<file path="src/rtl/button_event_arbiter.sv">
// Turns debounced button levels into press/release/auto-repeat events and
// serialises them round-robin onto a single valid/ready event channel.
module button_event_arbiter #(
    parameter int unsigned N_BTN        = 4,
    parameter int unsigned HOLD_TICKS   = 5000,
    parameter int unsigned REPEAT_TICKS = 2000,
    parameter int unsigned CNT_W        = 16
) (
    input  logic                       clk,
    input  logic                       reset_n,
    input  logic [N_BTN-1:0]           btn_state_i,
    input  logic [N_BTN-1:0]           repeat_en_i,
    output logic                       evt_valid_o,
    input  logic                       evt_ready_i,
    output logic [$clog2(N_BTN)-1:0]   evt_id_o,
    output logic [1:0]                 evt_type_o,
    output logic [N_BTN-1:0]           pending_o
);

    localparam int unsigned ID_W = $clog2(N_BTN);

    localparam logic [1:0] EVT_PRESS   = 2'b00;
    localparam logic [1:0] EVT_RELEASE = 2'b01;
    localparam logic [1:0] EVT_REPEAT  = 2'b10;

    typedef enum logic { ST_IDLE, ST_OFFER } state_e;
    typedef enum logic { PH_HOLD, PH_REPEAT } phase_e;

    state_e              state_q;
    phase_e              phase_q, phase_d;
    logic [N_BTN-1:0]    btn_prev_q;
    logic [N_BTN-1:0]    press_q, press_d;
    logic [N_BTN-1:0]    release_q, release_d;
    logic [N_BTN-1:0]    repeat_q, repeat_d;
    logic [N_BTN-1:0]    pending_q;
    logic [ID_W-1:0]     rr_q;
    logic [ID_W-1:0]     trk_q, trk_d;
    logic [CNT_W-1:0]    tmr_q, tmr_d;
    logic                tmr_active_q, tmr_active_d;
    logic                evt_valid_q;
    logic [ID_W-1:0]     evt_id_q;
    logic [1:0]          evt_type_q;

    logic [N_BTN-1:0]    rise, fall, rep_rise, rep_set, pend_all;
    logic [N_BTN-1:0]    clr_press, clr_release, clr_repeat;
    logic                found;
    logic [ID_W-1:0]     pick;
    logic [1:0]          pick_type;
    int unsigned         idx;

    assign evt_valid_o = evt_valid_q;
    assign evt_id_o    = evt_id_q;
    assign evt_type_o  = evt_type_q;
    assign pending_o   = pending_q;

    // Edge detection and the shared hold/repeat timer.
    always_comb begin
        rise         = btn_state_i & ~btn_prev_q;
        fall         = ~btn_state_i & btn_prev_q;
        rep_rise     = rise & repeat_en_i;
        rep_set      = '0;
        trk_d        = trk_q;
        tmr_d        = tmr_q;
        phase_d      = phase_q;
        tmr_active_d = tmr_active_q;
        if (|rep_rise) begin
            tmr_active_d = 1'b1;
            tmr_d        = '0;
            phase_d      = PH_HOLD;
            for (int i = N_BTN - 1; i >= 0; i--) begin
                if (rep_rise[i]) trk_d = ID_W'(i);
            end
        end else if (tmr_active_q && btn_state_i[trk_q] && repeat_en_i[trk_q]) begin
            if (phase_q == PH_HOLD && tmr_q == CNT_W'(HOLD_TICKS - 1)) begin
                rep_set[trk_q] = 1'b1;
                tmr_d          = '0;
                phase_d        = PH_REPEAT;
            end else if (phase_q == PH_REPEAT && tmr_q == CNT_W'(REPEAT_TICKS - 1)) begin
                rep_set[trk_q] = 1'b1;
                tmr_d          = '0;
            end else begin
                tmr_d = tmr_q + CNT_W'(1);
            end
        end else begin
            tmr_active_d = 1'b0;
        end
    end

    // Round-robin pick starting after the last served button; a new set beats a clear.
    always_comb begin
        pend_all    = press_q | release_q | repeat_q;
        found       = 1'b0;
        pick        = '0;
        pick_type   = EVT_PRESS;
        idx         = 0;
        clr_press   = '0;
        clr_release = '0;
        clr_repeat  = '0;
        for (int unsigned k = 1; k <= N_BTN; k++) begin
            idx = (32'(rr_q) + k) % N_BTN;
            if (!found && pend_all[idx]) begin
                found = 1'b1;
                pick  = ID_W'(idx);
            end
        end
        if (press_q[pick])       pick_type = EVT_PRESS;
        else if (repeat_q[pick]) pick_type = EVT_REPEAT;
        else                     pick_type = EVT_RELEASE;
        if (state_q == ST_IDLE && found) begin
            case (pick_type)
                EVT_PRESS:  clr_press[pick]   = 1'b1;
                EVT_REPEAT: clr_repeat[pick]  = 1'b1;
                default:    clr_release[pick] = 1'b1;
            endcase
        end
        press_d   = (press_q & ~clr_press) | rise;
        release_d = (release_q & ~clr_release) | fall;
        repeat_d  = ((repeat_q & ~clr_repeat) | rep_set) & ~fall;
    end

    always_ff @(posedge clk or negedge reset_n) begin
        if (!reset_n) begin
            state_q      <= ST_IDLE;
            phase_q      <= PH_HOLD;
            btn_prev_q   <= '0;
            press_q      <= '0;
            release_q    <= '0;
            repeat_q     <= '0;
            pending_q    <= '0;
            rr_q         <= ID_W'(N_BTN - 1);
            trk_q        <= '0;
            tmr_q        <= '0;
            tmr_active_q <= 1'b0;
            evt_valid_q  <= 1'b0;
            evt_id_q     <= '0;
            evt_type_q   <= EVT_PRESS;
        end else begin
            btn_prev_q   <= btn_state_i;
            press_q      <= press_d;
            release_q    <= release_d;
            repeat_q     <= repeat_d;
            pending_q    <= press_d | release_d | repeat_d;
            trk_q        <= trk_d;
            tmr_q        <= tmr_d;
            phase_q      <= phase_d;
            tmr_active_q <= tmr_active_d;
            case (state_q)
                ST_IDLE: begin
                    if (found) begin
                        evt_id_q    <= pick;
                        evt_type_q  <= pick_type;
                        rr_q        <= pick;
                        evt_valid_q <= 1'b1;
                        state_q     <= ST_OFFER;
                    end
                end
                default: begin
                    if (evt_ready_i) begin
                        evt_valid_q <= 1'b0;
                        state_q     <= ST_IDLE;
                    end
                end
            endcase
        end
    end

endmodule

</file>
<file path="config.mk">
export PLATFORM = sky130hd
export DESIGN_NAME = button_event_arbiter
export DESIGN_NICKNAME = d
export VERILOG_FILES = /design/src/rtl/button_event_arbiter.sv
export SDC_FILE = /design/constraint.sdc
export NUM_CORES = 1
export LEC_CHECK = 0
export BUFFER_PORTS_ARGS = -buffer_cell sky130_fd_sc_hd__buf_4
export CORE_MARGIN = 10
export CORE_UTILIZATION = 56
export CTS_BUF_LIST = sky130_fd_sc_hd__clkbuf_8
export CTS_CLUSTER_SIZE = 40
export DETAILED_ROUTE_END_ITERATION = 12
export GPL_TIMING_DRIVEN = 0
export PLACE_DENSITY = 0.79
export SYNTH_ARGS = -nofsm -noshare
export SYNTH_HDL_FRONTEND = slang
export SYNTH_SLANG_ARGS = --single-unit
export TNS_END_PERCENT = 30
</file>
<file path="constraint.sdc">
create_clock -name clk -period 2.3 [get_ports clk]
set_clock_uncertainty 0.05 [all_clocks]
set_input_delay 0.46 -clock clk [delete_from_list [all_inputs] [get_ports clk]]
set_output_delay 0.46 -clock clk [all_outputs]
set_load 0.02 [all_outputs]
</file>
Word level (Yosys, flattened, before mapping)
Index checks and enable logic that the tools add are counted.
{"block": "totals", "register_bits": 48, "in_bits": 11, "word_cells": 137}
{"block": "op_classes", "eq_ne": 5, "order_cmp": 8, "n_bitwise": 22, "mux": 59, "add_sub_neg": 5, "reduce_logical": 24}
{"cell": "16-bit two-way mux", "n": 4}
{"cell": "4-bit two-way mux", "n": 10}
{"cell": "4-bit bitwise AND", "n": 7}
{"cell": "4-bit bitwise OR", "n": 7}
{"cell": "1-bit two-way mux", "n": 25}
{"cell": "4-bit inverter", "n": 6}
{"cell": "2-bit two-way mux", "n": 10}
{"cell": "2-bit by 3-bit less-than comparator with 1-bit output, second input constant", "n": 6}
{"cell": "16-bit by 1-bit adder with 16-bit output, second input constant", "n": 1}
{"cell": "1-bit binary-select mux with 2-bit select", "n": 8}
{"cell": "16-bit by 11-bit equality test with 1-bit output, second input constant", "n": 1}
{"cell": "16-bit by 13-bit equality test with 1-bit output, second input constant", "n": 1}
{"cell": "1-bit logical AND", "n": 10}
{"cell": "2-bit AND reduction", "n": 4}
{"cell": "2-bit nonzero test", "n": 3}
{"cell": "2-bit by 1-bit adder with 2-bit output, second input constant", "n": 2}
{"cell": "2-bit adder, second input constant", "n": 2}
{"cell": "1-bit demux with 2-bit select", "n": 2}
{"cell": "2-bit by 1-bit >= comparator with 1-bit output, second input constant", "n": 2}
{"cell": "2-bit != test, second input constant", "n": 2}
{"cell": "4-bit nonzero test", "n": 1}
{"cell": "4-bit OR reduction", "n": 1}
{"cell": "1-bit zero test", "n": 3}
{"cell": "2-bit equality test, second input constant", "n": 1}
{"cell": "3 further kinds", "n": 4}

Logic depth before layout (Yosys ltp)
Gate-level depths: netlist of the first run.
{"block": "depth", "ltp_word": 27, "depth_mapped": 8, "ltp_nobuf": 7}

Worst setup path after synthesis of the first run
Ideal clock, no wire load.
{"block": "synth_path", "path_type": "reg-to-reg", "startpoint": "register press_q[1]", "endpoint": "register pending_q[2], in the netlist pending_o[2]", "path_stages_with_launch": 7, "period_less_slack_ns": 2.275, "n_path_buf": 0, "setup_slack_ns": 0.025, "t_arrival_ns": 2.091, "required_time_ns": 2.116, "cell_sequence": "dfrtp_1 -> or3_1 -> a32oi_2 -> nand4_4 -> or4_1 -> a21oi_1 -> o211ai_1"}
{"block": "synth_via", "elab_chain_cells": 27}
{"item": "start: declaration", "line": "32", "source": "logic [N_BTN-1:0] press_q, press_d;"}
{"item": "start signal: assignment", "line": "139", "source": "press_q <= press_d;"}
{"item": "4-bit bitwise OR (2 in a row)", "line": "91", "source": "pend_all = press_q | release_q | repeat_q;"}
{"item": "1-bit binary-select mux with 2-bit select", "line": "101", "source": "if (!found && pend_all[idx]) begin"}
{"item": "1-bit two-way mux (implied by the code)", "line": "101"}
{"item": "1-bit two-way mux", "line": "101"}
{"item": "1-bit zero test", "line": "101"}
{"item": "1-bit logical AND", "line": "101"}
{"item": "1-bit two-way mux", "line": "101"}
{"item": "1-bit zero test", "line": "101"}
{"item": "[... 10 more ...]"}
{"item": "2-bit OR reduction (no source line)"}
{"item": "4-bit two-way mux", "line": "110", "source": "case (pick_type)"}
{"item": "4-bit two-way mux", "line": "109", "source": "if (state_q == ST_IDLE && found) begin"}
{"item": "4-bit inverter", "line": "117", "source": "release_d = (release_q & ~clr_release) | fall;"}
{"item": "4-bit bitwise AND", "line": "117"}
{"item": "4-bit bitwise OR", "line": "117"}
{"item": "4-bit bitwise OR", "line": "142", "source": "pending_q <= press_d | release_d | repeat_d;"}
{"item": "4-bit bitwise OR *", "line": "142"}
{"item": "end signal: assignment", "line": "142"}
{"item": "end: declaration", "line": "35", "source": "logic [N_BTN-1:0] pending_q;"}
Mark *: on every way between the ends. The rest lies on a longest branch, timed or not. The select of a mux whose other input is x is not followed.
A chain may end at the register's enable or synchronous reset.

Final worst setup path of the first run
{"block": "layout_path", "startpoint": "register press_q[3]", "endpoint": "register pending_q[0], in the netlist pending_o[0]"}
The elaborated chain is that of the path after synthesis.

==> results of run 1 <==
[layout make-up]
class / instances / area share
clock inverter: 1 / 0.00909
multi-input combinational: 212 / 0.456
clock buffer: 7 / 0.0292
inverter: 18 / 0.0204
buffer: 3 / 0.00719
sequential: 48 / 0.367
timing repair buffer: 40 / 0.0909
tap: 54 / 0.0204
[cell usage in the layout (no fill, tap or decap), types with 7 or more instances in the layout]
cell and instances:
sky130_fd_sc_hd__inv_1 18, sky130_fd_sc_hd__nand2_1 23, sky130_fd_sc_hd__clkbuf_8 7, sky130_fd_sc_hd__nand3_1 14
sky130_fd_sc_hd__nor2_1 12, sky130_fd_sc_hd__a21oi_1 19, sky130_fd_sc_hd__buf_4 40, sky130_fd_sc_hd__dfrtp_1 40
sky130_fd_sc_hd__nor3_1 8, sky130_fd_sc_hd__o21ai_0 27
[critical path, cell delays in order (launching register included)]
cell and delay, ns:
sky130_fd_sc_hd__dfrtp_2 0.47, sky130_fd_sc_hd__o31ai_4 0.38, sky130_fd_sc_hd__o22ai_2 0.15, sky130_fd_sc_hd__a21o_1 0.24, sky130_fd_sc_hd__o41a_1 0.45, sky130_fd_sc_hd__a21oi_2 0.14, sky130_fd_sc_hd__or3b_1 0.37
[state kept, by name, indices dropped and copies added, names as in the netlist, 4 cells and up]
name        flops
pending_o       4
repeat_q        4
btn_prev_q      4
tmr_q          16
release_q       4
press_q         4
[metrics by stage]
stage / TNS, ns / hold slack [ns] / area, um2
global route: -1.65 / 0.137 / 3300
finish: -0.109 / 0.0890 / 3300
detailed placement: -4.47 / 0.414 / 2910
floorplan: 0 / 0.114 / 2700
global placement: -4.45 / 0.410 / 2910
CTS: -0.0582 / 0.120 / 3240
[layer usage]
layer	vias to the layer above	track usage
li1	1153	-
met1	1182	0.254
met2	93	0.268
met3	11	0.0419
met4	0	0.0491
met5	-	0
[timing repair]
action / CTS / global route
pin swaps: 9 / 6
buffers inserted: 18 / 3
endpoints found under the setup margin: 20 / 28
gates resized for setup: 21 / 19
[report_power, final]
| part | switching, mW | internal, mW | total (mW) |
|---|---|---|---|
| sequential | 0.195 | 0.986 | 1.18 |
| combinational | 0.671 | 0.544 | 1.22 |
| clock | 0.294 | 0.384 | 0.677 |
| total | 1.16 | 1.91 | 3.07 |
[cells by family after synthesis]
logic type                 after synthesis  synth area share
and+or+nand+nor                        108             0.240
adders and majority gates                1           0.00464
DFF                                     48             0.446
AOI/OAI and AO/OA                       96             0.241
xor gates and xnor gates                 4            0.0130
buffers and inverters                   25            0.0390
muxes                                    3            0.0158
[how the worst max path moves through the flow]
| stage | startpoint | to | depth (start not counted) |
|---|---|---|---|
| final | press_q[3] | pending_o[0] | 6 |
| after global routing | press_q[0] | evt_type_o[1] | 7 |
| after CTS | btn_prev_q[2] | tmr_q[13] | 7 |
| after detailed placement | btn_state_i[3] | tmr_q[8] | 8 |
| after global placement | btn_state_i[3] | tmr_q[7] | 8 |
| after floorplan | press_q[1] | pending_o[2] | 6 |
==> results.sh, run 1 <==
export IMPL_run_status="finished with violations"
export IMPL_violations="setup timing"
export IMPL_core_um2=4690
export IMPL_gp_congestion=0.932
export IMPL_class_of_the_tightest_hold_or_removal_check="input port to async pin"
export IMPL_post_synth_instance_area_um2=2700
export IMPL_async_reset_ff_frac=1.00
export IMPL_max_cap_viol_count=0
export IMPL_crit_fanout=6
export IMPL_vias_in_the_first_global_route=2320
export IMPL_placed_cells=358
export IMPL_synth_seq_cells=48
export IMPL_worst_r2r_cell_count=6
export IMPL_final_period_minus_worst_setup_slack_ns=2.36
export IMPL_place_ws_ns=-0.288
export IMPL_setup_reg_to_reg_worst_slack_ns=-0.06
export IMPL_unrepaired_setup_endpoints_after_global_routing="true"
export IMPL_routed_wire_length_per_instance_um=17.8
export IMPL_clock_latency_ns=0.31
export IMPL_antenna_found_initial=0
export IMPL_starting_density=0.575
export IMPL_detail_route_vias_per_cell=6.37
export IMPL_synth_flop_cell="sky130_fd_sc_hd__dfrtp_1"
export IMPL_rr_startpoint="press_q[3]"
export IMPL_drc_errors=0
export IMPL_total_die_area_um2=7990
export IMPL_netlist_top_cells_count="sky130_fd_sc_hd__dfrtp_1 (46), sky130_fd_sc_hd__o21ai_0 (31), sky130_fd_sc_hd__nand2_1 (23), sky130_fd_sc_hd__a21oi_1 (22), sky130_fd_sc_hd__inv_1 (18)"
export IMPL_total_leakage_power_nw=1.38
export IMPL_postCtsHoldBufs=0
export IMPL_worstReg2RegEnd="pending_o[0]"
export IMPL_setup_violations_final=3
export IMPL_critPathLaunchType="register"
export IMPL_synthesis_instances=285
export IMPL_clkTransAtPathRegs_ns=0.09
export IMPL_worstMarginPinSlew_ns=0.594
export IMPL_timing_critical_path_to_type="register"
export IMPL_layout_drive_gt1_share=0.295
export IMPL_ios=20
export IMPL_antenna_diode_count=0
export IMPL_die_width_um=89.4
export IMPL_cts_buffer_depth=2
export IMPL_seqCellArea_um2=1210
export IMPL_h_tree_depth=2
export IMPL_power_per_cell_area_nw_per_um2=930
export IMPL_fmax_mhz=423
export IMPL_cts_root_buffer="sky130_fd_sc_hd__clkbuf_8"
export IMPL_slew_violations=0
export IMPL_postLayoutCoreUtil=0.704
export IMPL_design_final_nets=340
export IMPL_p_r_area_growth_vs_syn_pct=22.6
export IMPL_gr_total_overflow=0
export IMPL_layout_cells_non_filler=383
export IMPL_aggregate_routed_wire_length_um=6830
export IMPL_final_min_period_over_clock_period=1.03
export IMPL_synthesis_nets=297
export IMPL_num_cts_buffers=5
export IMPL_dpl_hpwl_um=4280
export IMPL_grt_start_max_net_pins=49
export IMPL_avgSynthCellArea_um2=9.46
export IMPL_routed_top_layer="met4"
export IMPL_synth_edf_count=0
export IMPL_initialDrtViolationCount=287
export IMPL_gr_usage_all_layers=0.180
export IMPL_vdd_drop_max_v=0.000499
export IMPL_area_used_by_multi_input_combinational_logic_um2=1510
export IMPL_met2_length_um=3100
export IMPL_yosysMostFrequentCell="sky130_fd_sc_hd__dfrtp_1"
export IMPL_timing_worst_setup_path_type="register to register"
export IMPL_first_pass_iters=4
export IMPL_grt_pass1_wl_um=11300
export IMPL_synthDominantCellAreaShare=0.427
export IMPL_timing_final_hold_violations=0
export IMPL_sequential_cell_area_fraction_in_the_yosys_report=0.446
export IMPL_port_buffers=19
export IMPL_final_critical_path_setup_slack_ns=-0.0635
export IMPL_tritoncts="done"
export IMPL_netlist_top_cell_by_area="sky130_fd_sc_hd__dfrtp_1"
export IMPL_row_count=25
export IMPL_yosys_warnings=0
export IMPL_die_h_um=89.4
export IMPL_biggest_area_contributors_in_the_synthesized_netlist="sky130_fd_sc_hd__dfrtp_1 (43%), sky130_fd_sc_hd__o21ai_0 (5.8%), sky130_fd_sc_hd__a21oi_1 (4.1%), sky130_fd_sc_hd__nand2_1 (3.2%), sky130_fd_sc_hd__nand3_1 (3.0%)"
export IMPL_timing_critical_path_required_ns=2.44
export IMPL_wl_met1_um=3220
export IMPL_filler_cell_count=356
export IMPL_postRouteAntennaNets=0
export IMPL_cts_num_sinks=48
export IMPL_power_mw=3.07
export IMPL_max_slew_headroom=0.604
export IMPL_vias=2439
export IMPL_arrival_ns=2.50
export IMPL_wl_met3_um=400
export IMPL_synthDistinctLibCells=74
Power figures use the tool's default switching activity.
==> run 2, diff against run 1 <==
--- a/config.mk
+++ b/config.mk
@@ -13,6 +13,7 @@
 export DETAILED_ROUTE_END_ITERATION = 12
 export GPL_TIMING_DRIVEN = 0
 export PLACE_DENSITY = 0.79
+export SETUP_SLACK_MARGIN = 0.1
 export SYNTH_ARGS = -nofsm -noshare
 export SYNTH_HDL_FRONTEND = slang
 export SYNTH_SLANG_ARGS = --single-unit
==> run 2 against run 1 <==
Against the previous run: the flow still finishes with violations (setup timing); non-clock buffer count grew 6; count of clock-buffer cells in the layout is 1 lower; register-to-register slack got worse by 0.03 ns; sequential share of layout area is 1.3 points lower; first-iteration DRC count decreased by 21%; worst setup slack got worse by 0.034 ns; critical endpoint unchanged.
==> results.sh, run 2 (synthesized netlist as in run 1, its figures left out) <==
export IMPL_critPathBufInv=1
export IMPL_grt_start_max_net_pins=49
export IMPL_top_register="tmr_q"
export IMPL_comb_power_share=0.454
export IMPL_ios=20
export IMPL_critPathLaunchType="register"
export IMPL_timing_final_hold_violations=0
export IMPL_crit_fanout=8
export IMPL_layout_drive_gt1_share=0.322
export IMPL_final_min_period_over_clock_period=1.04
export IMPL_core_um2=4690
export IMPL_unrepaired_setup_endpoints_after_global_routing="true"
export IMPL_mostFrequentLayoutCells="sky130_fd_sc_hd__buf_4 (41), sky130_fd_sc_hd__dfrtp_1 (41), sky130_fd_sc_hd__o21ai_0 (24)"
export IMPL_total_die_area_um2=7990
export IMPL_gp_congestion=0.893
export IMPL_grt_pass1_wl_um=11400
export IMPL_final_critical_path_setup_slack_ns=-0.0973
export IMPL_timing_critical_path_to_type="register"
export IMPL_postCtsHoldBufs=0
export IMPL_run_status="finished with violations"
export IMPL_setup_violations_final=4
export IMPL_dpl_hpwl_um=4450
export IMPL_net_sw_frac=0.394
export IMPL_vias_in_the_first_global_route=2351
export IMPL_die_width_um=89.4
export IMPL_timing_critical_path_required_ns=2.43
export IMPL_worstPathCellList="buf_8 > o31ai_4 > a32oi_4 > a31o_4 > o41a_1 > a21oi_2 > or3b_4"
export IMPL_total_leakage_power_nw=1.41
export IMPL_max_cap_viol_count=0
export IMPL_num_cts_buffers=5
export IMPL_clock_latency_ns=0.30
export IMPL_power_net_switching_mw=1.20
export IMPL_power_internal_mw=1.84
export IMPL_gr_usage_all_layers=0.181
export IMPL_arrival_ns=2.53
export IMPL_power_mw=3.04
export IMPL_aggregate_routed_wire_length_um=7020
export IMPL_crit_slowest_cell="sky130_fd_sc_hd__dfrtp_1"
export IMPL_clock_power_share=0.172
export IMPL_cts_num_sinks=48
export IMPL_fmax_mhz=417
export IMPL_starting_density=0.575
export IMPL_post_route_cell_area_um2=3420
export IMPL_final_period_minus_worst_setup_slack_ns=2.40
export IMPL_worstReg2RegEnd="pending_o[0]"
export IMPL_worstSetupPathDepth=7
export IMPL_max_slew_headroom=0.583
export IMPL_cts_root_buffer="sky130_fd_sc_hd__clkbuf_8"
export IMPL_initialDrtViolationCount=227
export IMPL_postRouteAntennaNets=0
export IMPL_largest_register_ff_count=16
export IMPL_antenna_found_initial=0
export IMPL_detail_route_vias_per_cell=6.53
export IMPL_rr_startpoint="press_q[3]"
export IMPL_final_setup_tns_ns=-0.225
export IMPL_gr_total_overflow=0
export IMPL_row_count=25
export IMPL_routed_wire_length_per_instance_um=18.0
export IMPL_power_per_cell_area_nw_per_um2=887
export IMPL_drc_errors=0
export IMPL_p_r_area_growth_vs_syn_pct=27.0
export IMPL_clkTransAtPathRegs_ns=0.09
export IMPL_layout_cells_non_filler=389
export IMPL_vdd_drop_max_v=0.000477
export IMPL_setup_reg_to_reg_worst_slack_ns=-0.1
export IMPL_cts_buffer_depth=2
export IMPL_violations="setup timing"
export IMPL_worst_r2r_cell_count=7
export IMPL_crit_start="press_q[3]"
export IMPL_h_tree_depth=2
export IMPL_placed_cells=358
export IMPL_first_pass_iters=5
export IMPL_worst_setup_path_endpoint="pending_o[0]"
export IMPL_timing_worst_setup_path_type="register to register"
export IMPL_seq_power_share=0.374
export IMPL_class_of_the_tightest_hold_or_removal_check="input port to async pin"
export IMPL_cp_top_family="compound AO/OA/AOI/OAI gates"
export IMPL_postLayoutCoreUtil=0.730
export IMPL_detailed_place_area_um2=2930
export IMPL_design_final_nets=346
export IMPL_slew_violations=0
export IMPL_die_h_um=89.4
export IMPL_worstMarginPinSlew_ns=0.625
export IMPL_vias=2541
export IMPL_antenna_diode_count=0
export IMPL_tritoncts="done"
export IMPL_port_buffers=19
export IMPL_slowest_delay_ns=0.40
==> run 2: how the worst min path moves through the flow <==
| stage | endpoint | slack, ns | cells after the start |
|---|---|---|---|
| global placement | evt_id_o[1] | 0.41 | 2 |
| floorplan | btn_prev_q[0] | 0.11 | 0 |
| detailed placement | evt_type_o[0] | 0.42 | 2 |
| finish | btn_prev_q[1] | 0.11 | 1 |
| CTS | pending_o[3] | 0.13 | 1 |
| global route | evt_type_o[1] | 0.15 | 1 |
==> run 2: area by class of cell <==
| type | count | area [um2] |
|---|---|---|
| clock inverter | 2 | 11.3 |
| fill | 340 | 1270 |
| sequential | 48 | 1210 |
| multi-input combinational | 212 | 1580 |
| clock buffer | 6 | 82.6 |
| buffer | 6 | 65.1 |
| inverter | 18 | 67.6 |
| tap | 54 | 67.6 |
| timing repair buffer | 43 | 343 |
==> run 2: layer usage <==
metal / global-route usage / wire [um]
met3: 0.0456 / 511
met5: 0 / 0
met2: 0.268 / 3240
met1: 0.248 / 3120
met4: 0.0708 / 146
==> run 2: through the flow <==
step           hold slack, ns  setup slack, ns
3_3_place_gp            0.411           -0.260
3_5_place_dp            0.421           -0.321
2_1_floorplan           0.114           0.0806
4_1_cts                 0.134          -0.0500
6_report                0.108          -0.0973
5_1_grt                 0.152           -0.167
==> run 2: worst register-to-register path, stage by stage (launching register included) <==
cell and delay, ns:
sky130_fd_sc_hd__dfrtp_1 0.40, sky130_fd_sc_hd__buf_8 0.15, sky130_fd_sc_hd__o31ai_4 0.36, sky130_fd_sc_hd__a32oi_4 0.18
sky130_fd_sc_hd__a31o_4 0.27, sky130_fd_sc_hd__o41a_1 0.32, sky130_fd_sc_hd__a21oi_2 0.14, sky130_fd_sc_hd__or3b_4 0.39
==> run 2: repair_timing <==
action / CTS / global route
endpoints found under the setup margin: 27 / 26
setup buffers: 13 / 11
pin swaps: 10 / 13
endpoints found under the hold margin: 0 / 0
cloned: 0 / 0
resized for setup: 34 / 22
==> run 2: power groups by stage <==
stage | logic (mW) | registers, mW | clock network (mW)
2_1_floorplan | 0.677 | 1.15 | 0
4_1_cts | 1.20 | 1.12 | 0.530
3_5_place_dp | 0.981 | 1.12 | 0
6_report | 1.38 | 1.14 | 0.523
3_3_place_gp | 0.959 | 1.11 | 0
5_1_grt | 1.49 | 1.15 | 0.563
